$ cat src/rtl/serial_defs_pkg.sv
// Shared definitions for the serial link: receiver state encoding and bit-timing helpers.
// The transmitter and benches reuse the divisor functions so all sides agree on N and H.
package serial_defs_pkg;

  typedef enum logic [2:0] {
    StIdle,
    StStart,
    StData,
    StStop,
    StBreak
  } rx_state_e;

  // Clock cycles per bit (N).
  function automatic int unsigned baud_div(input int unsigned clk_hz, input int unsigned baud);
    return clk_hz / baud;
  endfunction

  // Half-bit offset (H) used to land the first sample mid start bit.
  function automatic int unsigned half_div(input int unsigned clk_hz, input int unsigned baud);
    return baud_div(clk_hz, baud) / 2;
  endfunction

endpackage

$ cat src/rtl/input_sync.sv
// Two-flop synchroniser for asynchronous inputs, with a configurable reset level.
module input_sync #(
  parameter int unsigned Width    = 1,
  parameter logic        ResetVal = 1'b1
) (
  input  logic             clk,
  input  logic             reset,
  input  logic [Width-1:0] d,
  output logic [Width-1:0] q
);

  logic [Width-1:0] meta_q;

  always_ff @(posedge clk or negedge reset) begin
    if (!reset) begin
      meta_q <= {Width{ResetVal}};
      q      <= {Width{ResetVal}};
    end else begin
      meta_q <= d;
      q      <= meta_q;
    end
  end

endmodule

$ cat src/rtl/serial_rx.sv
// 8N1 serial receiver: mid-bit sampling FSM feeding a one-entry valid/ready holding register.
// Delivery, frame_err and overrun all appear one edge after the stop-bit sample.
module serial_rx
  import serial_defs_pkg::*;
#(
  parameter int unsigned CLK_FREQUENCY = 50_000_000,
  parameter int unsigned BAUD          = 115_200,
  parameter int unsigned DBUS_WIDTH    = 8
) (
  input  logic                  clk,
  input  logic                  reset,
  input  logic                  rxd,
  output logic [DBUS_WIDTH-1:0] rx_data,
  output logic                  rx_valid,
  input  logic                  rx_ready,
  output logic                  frame_err,
  output logic                  overrun,
  output logic                  busy
);

  localparam int unsigned N    = baud_div(CLK_FREQUENCY, BAUD);
  localparam int unsigned H    = half_div(CLK_FREQUENCY, BAUD);
  localparam int unsigned CntW = $clog2(N);
  localparam int unsigned IdxW = (DBUS_WIDTH > 1) ? $clog2(DBUS_WIDTH) : 1;

  localparam logic [CntW-1:0] BitReload  = CntW'(N - 1);
  localparam logic [CntW-1:0] HalfReload = CntW'(H - 1);
  localparam logic [IdxW-1:0] LastIdx    = IdxW'(DBUS_WIDTH - 1);

  logic rxs;

  input_sync #(
    .Width    (1),
    .ResetVal (1'b1)
  ) u_input_sync (
    .clk   (clk),
    .reset (reset),
    .d     (rxd),
    .q     (rxs)
  );

  rx_state_e             state_q;
  logic [CntW-1:0]       cnt_q;
  logic [IdxW-1:0]       idx_q;
  logic [DBUS_WIDTH-1:0] shift_q;
  logic                  stop_ok_q;
  logic                  stop_bad_q;

  always_ff @(posedge clk or negedge reset) begin
    if (!reset) begin
      state_q    <= StIdle;
      cnt_q      <= '0;
      idx_q      <= '0;
      shift_q    <= '0;
      stop_ok_q  <= 1'b0;
      stop_bad_q <= 1'b0;
      busy       <= 1'b0;
    end else begin
      stop_ok_q  <= 1'b0;
      stop_bad_q <= 1'b0;
      busy       <= (state_q != StIdle);
      unique case (state_q)
        StIdle: begin
          if (!rxs) begin
            cnt_q   <= HalfReload;
            state_q <= StStart;
          end
        end
        StStart: begin
          if (cnt_q != '0) begin
            cnt_q <= cnt_q - 1'b1;
          end else if (rxs) begin
            state_q <= StIdle;
          end else begin
            cnt_q   <= BitReload;
            idx_q   <= '0;
            state_q <= StData;
          end
        end
        StData: begin
          if (cnt_q != '0) begin
            cnt_q <= cnt_q - 1'b1;
          end else begin
            shift_q[idx_q] <= rxs;
            cnt_q          <= BitReload;
            if (idx_q == LastIdx) begin
              state_q <= StStop;
            end else begin
              idx_q <= idx_q + 1'b1;
            end
          end
        end
        StStop: begin
          if (cnt_q != '0) begin
            cnt_q <= cnt_q - 1'b1;
          end else if (rxs) begin
            stop_ok_q <= 1'b1;
            state_q   <= StIdle;
          end else begin
            stop_bad_q <= 1'b1;
            state_q    <= StBreak;
          end
        end
        StBreak: begin
          // Hold off until the line recovers so a stuck-low line cannot spawn frames.
          if (rxs) begin
            state_q <= StIdle;
          end
        end
        default: state_q <= StIdle;
      endcase
    end
  end

  always_ff @(posedge clk or negedge reset) begin
    if (!reset) begin
      rx_data   <= '0;
      rx_valid  <= 1'b0;
      frame_err <= 1'b0;
      overrun   <= 1'b0;
    end else begin
      frame_err <= stop_bad_q;
      overrun   <= 1'b0;
      if (stop_ok_q) begin
        // A handshake on the delivery cycle frees the slot for the new byte.
        if (!rx_valid || rx_ready) begin
          rx_data  <= shift_q;
          rx_valid <= 1'b1;
        end else begin
          overrun <= 1'b1;
        end
      end else if (rx_valid && rx_ready) begin
        rx_valid <= 1'b0;
      end
    end
  end

endmodule

$ cat config.mk
export PLATFORM = sky130hd
export DESIGN_NAME = serial_rx
export DESIGN_NICKNAME = d
export VERILOG_FILES = /design/src/rtl/serial_defs_pkg.sv /design/src/rtl/input_sync.sv /design/src/rtl/serial_rx.sv
export SDC_FILE = /design/constraint.sdc
export NUM_CORES = 1
export LEC_CHECK = 0
export CAP_MARGIN = 15
export CELL_PAD_IN_SITES_DETAIL_PLACEMENT = 0
export CELL_PAD_IN_SITES_GLOBAL_PLACEMENT = 1
export CORE_ASPECT_RATIO = 0.8
export CORE_MARGIN = 3
export CORE_UTILIZATION = 25
export DETAILED_ROUTE_END_ITERATION = 10
export GPL_TIMING_DRIVEN = 0
export PLACE_DENSITY_LB_ADDON = 0.08
export SETUP_SLACK_MARGIN = 0.1
export SLEW_MARGIN = 0
export SYNTH_ARGS = -nofsm -noshare
export SYNTH_HDL_FRONTEND = slang
export SYNTH_SLANG_ARGS = --single-unit
export TNS_END_PERCENT = 50
$ cat constraint.sdc
create_clock -name clk -period 2.2 [get_ports clk]
set_input_delay 0.44 -clock clk [delete_from_list [all_inputs] [get_ports clk]]
set_output_delay 0.44 -clock clk [all_outputs]
set_load 0.01 [all_outputs]
==> results of run 1 <==
worst reg2reg max path, cell delays in order, from the launching register on:
cell	delay [ps]
dfrtp_1	400
inv_2	90
ha_4	150
or4b_4	500
nor4_4	380
nand3_1	130
mux2_1	320
flip-flops by register name, indices dropped and copies added (netlist names):
register             cells
overrun                  1
shift_q                  8
state_q                  3
stop_ok_q                1
rx_data                  8
rx_valid                 1
stop_bad_q               1
u_input_sync.meta_q      1
busy                     1
cnt_q                    9
idx_q                    3
frame_err                1
u_input_sync.q           1
repair_timing:
item / in CTS / in global routing
setup buffers: 2 / 4
gates cloned: 0 / 0
setup endpoints to repair: 21 / 10
resized for setup: 10 / 7
pin swaps: 1 / 4
report_power, final:
| part | switching (uW) | internal [uW] |
|---|---|---|
| sequential | 1.42 | 720 |
| clock | 253 | 453 |
| combinational | 21.8 | 6.07 |
| total | 277 | 1180 |
layout make-up:
| cell class | count | share of cell area [%] |
|---|---|---|
| Buffer | 8 | 1.60 |
| Multi-Input combinational cell | 116 | 37.6 |
| Sequential cell | 39 | 40.4 |
| Tap cell | 101 | 5.21 |
| Clock inverter | 2 | 2.48 |
| Inverter | 12 | 1.86 |
| Clock buffer | 6 | 2.99 |
| Timing Repair Buffer | 21 | 7.85 |
stage by stage:
| step | hold slack [ps] | cell area, um2 | setup WS [ps] | cells |
|---|---|---|---|---|
| finish | 254 | 2420 | 117 | 305 |
| global route | 349 | 2420 | -7.99 | 305 |
| CTS | 304 | 2370 | 110 | 301 |
| global placement | 334 | 2180 | -375 | 292 |
| floorplan | 144 | 1900 | 169 | 176 |
| detailed placement | 336 | 2170 | -356 | 292 |
per-layer routing:
metal  GRT usage, %  wire [um]
met5              0          0
met4           3.62         46
met3           2.86        175
met2           14.8       1770
met1           14.9       2240
cell families after synthesis:
family / Yosys count / synth area share (%)
AOI/OAI and AO/OA: 39 / 14.9
adders and majority gates: 3 / 1.97
buffers and inverters: 21 / 4.54
DFF: 39 / 51.4
muxes: 19 / 11.1
and+or+nand+nor: 55 / 16.1
worst paths after layout:
kind	to	slack (ps)	depth (start not counted)
max in group asynchronous	cnt_q[6]	1390	1
worst max-delay path	shift_q[4]	120	6
worst min register to register	frame_err	350	0
min in group clk	frame_err	350	0
worst min-delay path	rx_data[6]	250	1
worst max register to register	shift_q[4]	120	6
layout by cell type, fill, tap and decap left out, types with 4 or more instances in the layout:
master           synthesis  layout
a21oi_1                  8       8
buf_4                    0       6
clkbuf_1                 8       7
clkbuf_8                 0       5
clkdlybuf4s50_1          0      14
dfrtp_1                 37      37
inv_1                   12      10
mux2_2                  14      14
nand2_1                 13      12
nor2_1                  12      12
nor3_1                   7       6
nor3b_1                  4       4
o21ai_0                  6       6
==> flow_metrics.py, run 1 <==
metrics = {
    "outcome": {
        "status": "finished, final reports clean",
    },
    "finish": {
        "fillers": 710,
        "final_layout_size_suffix_gt1_share_pct": 23.5,
        "synthToLayoutAreaGrowth_pct": 27.4,
        "num_antenna_cells": 0,
        "fin_util_pct": 34.0,
        "nNetsFinal": 210,
        "multi_input_area_um2": 912,
        "regArea_um2": 978,
    },
    "global_routing": {
        "grt_pass1_wl_mm": 7.22,
        "grt_pass1_vias": 1416,
        "gr-total-overflow": 0,
        "antenna_found_initial": 0,
        "grt_max_degree": 40,
        "grt_usage_pct": 10.3,
    },
    "sta": {
        "finalHoldViolations": 0,
        "tightestPinTransition_ps": 873,
        "drv_slew": 0,
        "setup_viol": 0,
        "rsz0062_at_grt": "true",
        "slew_headroom_pct": 41.8,
        "fmax_ghz": 0.480,
        "fin_tns_setup_ps": 0,
        "period_needed_ps": 2080,
        "fin_crit_sh_pct": 94.7,
        "finClkSkew_ps": 9.34,
    },
    "clock_tree": {
        "cts.htree.levels": 2,
        "cts_buffers": 5,
        "clock-root-buffer": "clkbuf_8",
        "clock_sinks": 39,
        "cts_hold_buf": 0,
        "path_clk_slew_ps": 80,
        "clock_latency_ps": 290,
        "tritoncts": "done",
        "cts.path.max_buffers": 2,
    },
    "yosys": {
        "synth_edf_count": 0,
        "syn_nets": 183,
        "netlist.area_leader.share_pct": 48.7,
        "yosysMostFrequentCell": "dfrtp_1",
        "synthCells": 176,
        "yosys_most_used_dff": "dfrtp_1",
        "syn_area_um2": 1900,
        "synthArstFlopShare_pct": 100,
        "syn_avg_cell_area_um2": 10.8,
        "yosys_warnings": 0,
        "ys_seq_area_share_pct": 51.4,
        "synth_common_cells": "37 x dfrtp_1, 14 x mux2_2, 13 x nand2_1",
        "synth-seq-cells": 39,
        "yosysUniqueCellTypes": 49,
        "post-synth-top-area-cell": "dfrtp_1",
        "synth.area.top_cells": "dfrtp_1 49%, mux2_2 8.3%, dfstp_2 2.8%, nand2_1 2.6%, inv_1 2.4%",
    },
    "min_path": {
        "min_path_type": "in -> async",
    },
    "die": {
        "dieWidth_um": 104,
        "ios": 16,
        "die_area_um2": 8700,
        "coreArea_um2": 7130,
        "die_y_um": 84.0,
        "initial_core_util_pct": 26.7,
        "num_rows": 27,
    },
    "job": {
        "drv_cap": 0,
    },
    "drt": {
        "drtPass1Iterations": 4,
        "ant_nets": 0,
        "wire_per_inst_um": 13.9,
        "drc": 0,
        "wl_mm": 4.24,
        "viasPerCell": 4.59,
        "drtIter0Drc": 41,
        "vias": 1399,
    },
    "placed_design": {
        "io_buffers": 15,
        "routabilityCongestion": 0.810,
        "hpwl_mm": 3.01,
    },
    "power": {
        "power.leakage_uw": 0.00108,
        "power_density_nw_per_um2": 601,
        "peakVddDrop_uv": 227,
        "power_uw": 1460,
    },
    "critical_path": {
        "cp_max_fo": 4,
        "end_kind": "register",
        "cpPeakStageDelay_ps": 500,
        "cp.required_ps": 2380,
        "critPathLaunch": "cnt_q[0]",
        "cp_cell_sequence": "inv_2 -> ha_4 -> or4b_4 -> nor4_4 -> nand3_1 -> mux2_1",
        "crit_family": "simple AND/OR/NAND/NOR gates",
        "critPathKind": "reg -> reg",
        "r2r_start": "cnt_q[0]",
        "crit_arrival_ps": 2260,
        "crit_buf_inv": 1,
        "startpoint_type": "register",
        "crit_slowest_cell": "or4b_4",
    },
}
Note: power is estimated with default switching activity, not from simulation.
==> inputs of run 2 (changes only) <==
CORE_MARGIN = 5   (was 3)
==> run 2 against run 1 <==
  * Combinational power is essentially flat
  * Non-clock buffer count shrank 2
  * First-iteration DRC count grew 93%
  * Clock skew shrank 6.3 ps
  * Setup slack lost 18 ps
==> flow_metrics.py, run 2 (same netlist as run 1, synthesis figures left out) <==
metrics = {
    "clock_tree": {
        "cts_buffers": 5,
        "path_clk_slew_ps": 80,
        "tritoncts": "done",
        "cts.path.max_buffers": 2,
        "clock_sinks": 39,
        "cts.htree.levels": 2,
        "clock-root-buffer": "clkbuf_8",
        "clock_latency_ps": 290,
        "cts_hold_buf": 0,
    },
    "finish": {
        "synthToLayoutAreaGrowth_pct": 25.9,
        "num_antenna_cells": 0,
        "fillers": 763,
        "fin_util_pct": 32.4,
        "largest_register_ffs": 9,
        "most-common-layout-cells": "37 x dfrtp_1, 14 x mux2_2, 14 x clkdlybuf4s50_1",
        "mostFrequentLayoutCell": "dfrtp_1",
        "top_regs": "cnt_q x9, rx_data x8, shift_q x8",
        "design_area_um2": 2400,
        "regMostFlops": "cnt_q",
        "nNetsFinal": 208,
        "final_layout_size_suffix_gt1_share_pct": 22.8,
    },
    "power": {
        "netSwitchingFraction_pct": 20.3,
        "p_seq_share_pct": 52.6,
        "power.leakage_uw": 0.00107,
        "power_uw": 1370,
        "clock_power_share_pct": 45.4,
        "power.internal_uw": 1090,
        "p_sw_uw": 279,
        "comb_power_share_pct": 2.1,
        "power_density_nw_per_um2": 572,
        "peakVddDrop_uv": 224,
    },
    "drt": {
        "wire_per_inst_um": 14.5,
        "viasPerCell": 4.51,
        "ant_nets": 0,
        "vias": 1385,
        "drtPass1Iterations": 4,
        "wl_mm": 4.46,
        "drc": 0,
        "drtIter0Drc": 79,
    },
    "critical_path": {
        "cp_cell_sequence": "or4_4 -> buf_6 -> nor4_4 -> nand3_1 -> mux2_4",
        "end_kind": "register",
        "cp_max_fo": 7,
        "critPathKind": "reg -> reg",
        "cp.required_ps": 2380,
        "crit_slowest_cell": "or4_4",
        "crit_arrival_ps": 2280,
        "crit_buf_inv": 1,
        "crit_family": "simple AND/OR/NAND/NOR gates",
        "reg2reg_setup_slack_ps": 100,
        "cpPeakStageDelay_ps": 540,
        "startpoint_type": "register",
    },
    "placed_design": {
        "dp_slack_ps": -334,
        "io_buffers": 15,
        "routabilityCongestion": 0.813,
        "postPlaceCellArea_um2": 2180,
        "hpwl_mm": 3.13,
    },
    "sta": {
        "slew_headroom_pct": 41.3,
        "worst_slack_ps": 99.8,
        "fmax_ghz": 0.476,
        "setup_viol": 0,
        "tightestPinTransition_ps": 881,
        "drv_slew": 0,
        "finalHoldViolations": 0,
        "fin_tns_setup_ps": 0,
        "fin_crit_sh_pct": 95.5,
        "finClkSkew_ps": 3.05,
        "period_needed_ps": 2100,
        "rsz0062_at_grt": "true",
    },
    "global_routing": {
        "grt_pass1_vias": 1482,
        "grt_max_degree": 40,
        "grt_usage_pct": 10.4,
        "gr-total-overflow": 0,
        "grt_pass1_wl_mm": 7.65,
        "antenna_found_initial": 0,
    },
    "die": {
        "coreArea_um2": 7390,
        "dieWidth_um": 108,
        "initial_core_util_pct": 25.7,
        "num_rows": 28,
        "die_area_um2": 9470,
        "ios": 16,
        "die_y_um": 88.0,
    },
    "outcome": {
        "status": "finished, final reports clean",
    },
    "job": {
        "drv_cap": 0,
    },
    "min_path": {
        "min_path_type": "in -> async",
    },
}
[run 2: changes by cell type in the layout (fill, tap and decap cells not counted)]
cell	delta
nand3_1	+1
bufinv_16	-1
inv_2	-1
nand3_2	-1
inv_1	+1
buf_4	-1
clkinv_2	+1
clkbuf_8	+1
clkbuf_1	-2
a2111oi_1	-1
a2111oi_0	+1
[run 2: layout make-up]
| class | instances | area (um2) | area share [%] |
|---|---|---|---|
| sequential | 39 | 978 | 40.8 |
| buffer | 7 | 35.0 | 1.46 |
| timing repair buffer | 20 | 183 | 7.62 |
| inverter | 12 | 45.0 | 1.88 |
| clock buffer | 6 | 82.6 | 3.45 |
| multi-input combinational | 116 | 906 | 37.8 |
| tap | 105 | 131 | 5.48 |
| clock inverter | 2 | 35.0 | 1.46 |
[run 2: through the flow]
stage	cells	hold slack [ps]
after detailed placement	296	338
final	307	269
after global placement	296	335
after floorplan	176	144
after global routing	307	358
after CTS	304	293
[run 2: power by group through the flow]
stage               sequential (uW)  combinational, uW  clock [uW]
floorplan                       735               6.87           0
global placement                735               29.7           0
detailed placement              735               29.3           0
CTS                             721               29.8         653
global route                    721               33.5         674
finish                          721               28.2         622
[run 2: repair_timing]
action                     in CTS  in global routing
pin swaps                       1                  5
gates resized for setup         9                  5
hold endpoints to repair        0                  0
buffers inserted                1                  4
setup endpoints to repair      20                 13
[run 2: per-layer routing]
metal	global-route usage, %	share of wire [%]
met5	0	0
met4	3.44	0.56
met3	2.87	3.4
met2	15.0	44
met1	15.0	52
[run 2: path summary, 6_finish.rpt]
| check | start | to | cells past startpoint |
|---|---|---|---|
| worst max-delay path | cnt_q[3] | shift_q[6] | 5 |
| worst min-delay path | reset | rx_data[1] | 1 |
| worst min register to register | stop_bad_q | frame_err | 0 |
| worst max register to register | cnt_q[3] | shift_q[6] | 5 |
| max in group asynchronous | reset | state_q[2] | 1 |
| min in group clk | stop_bad_q | frame_err | 0 |
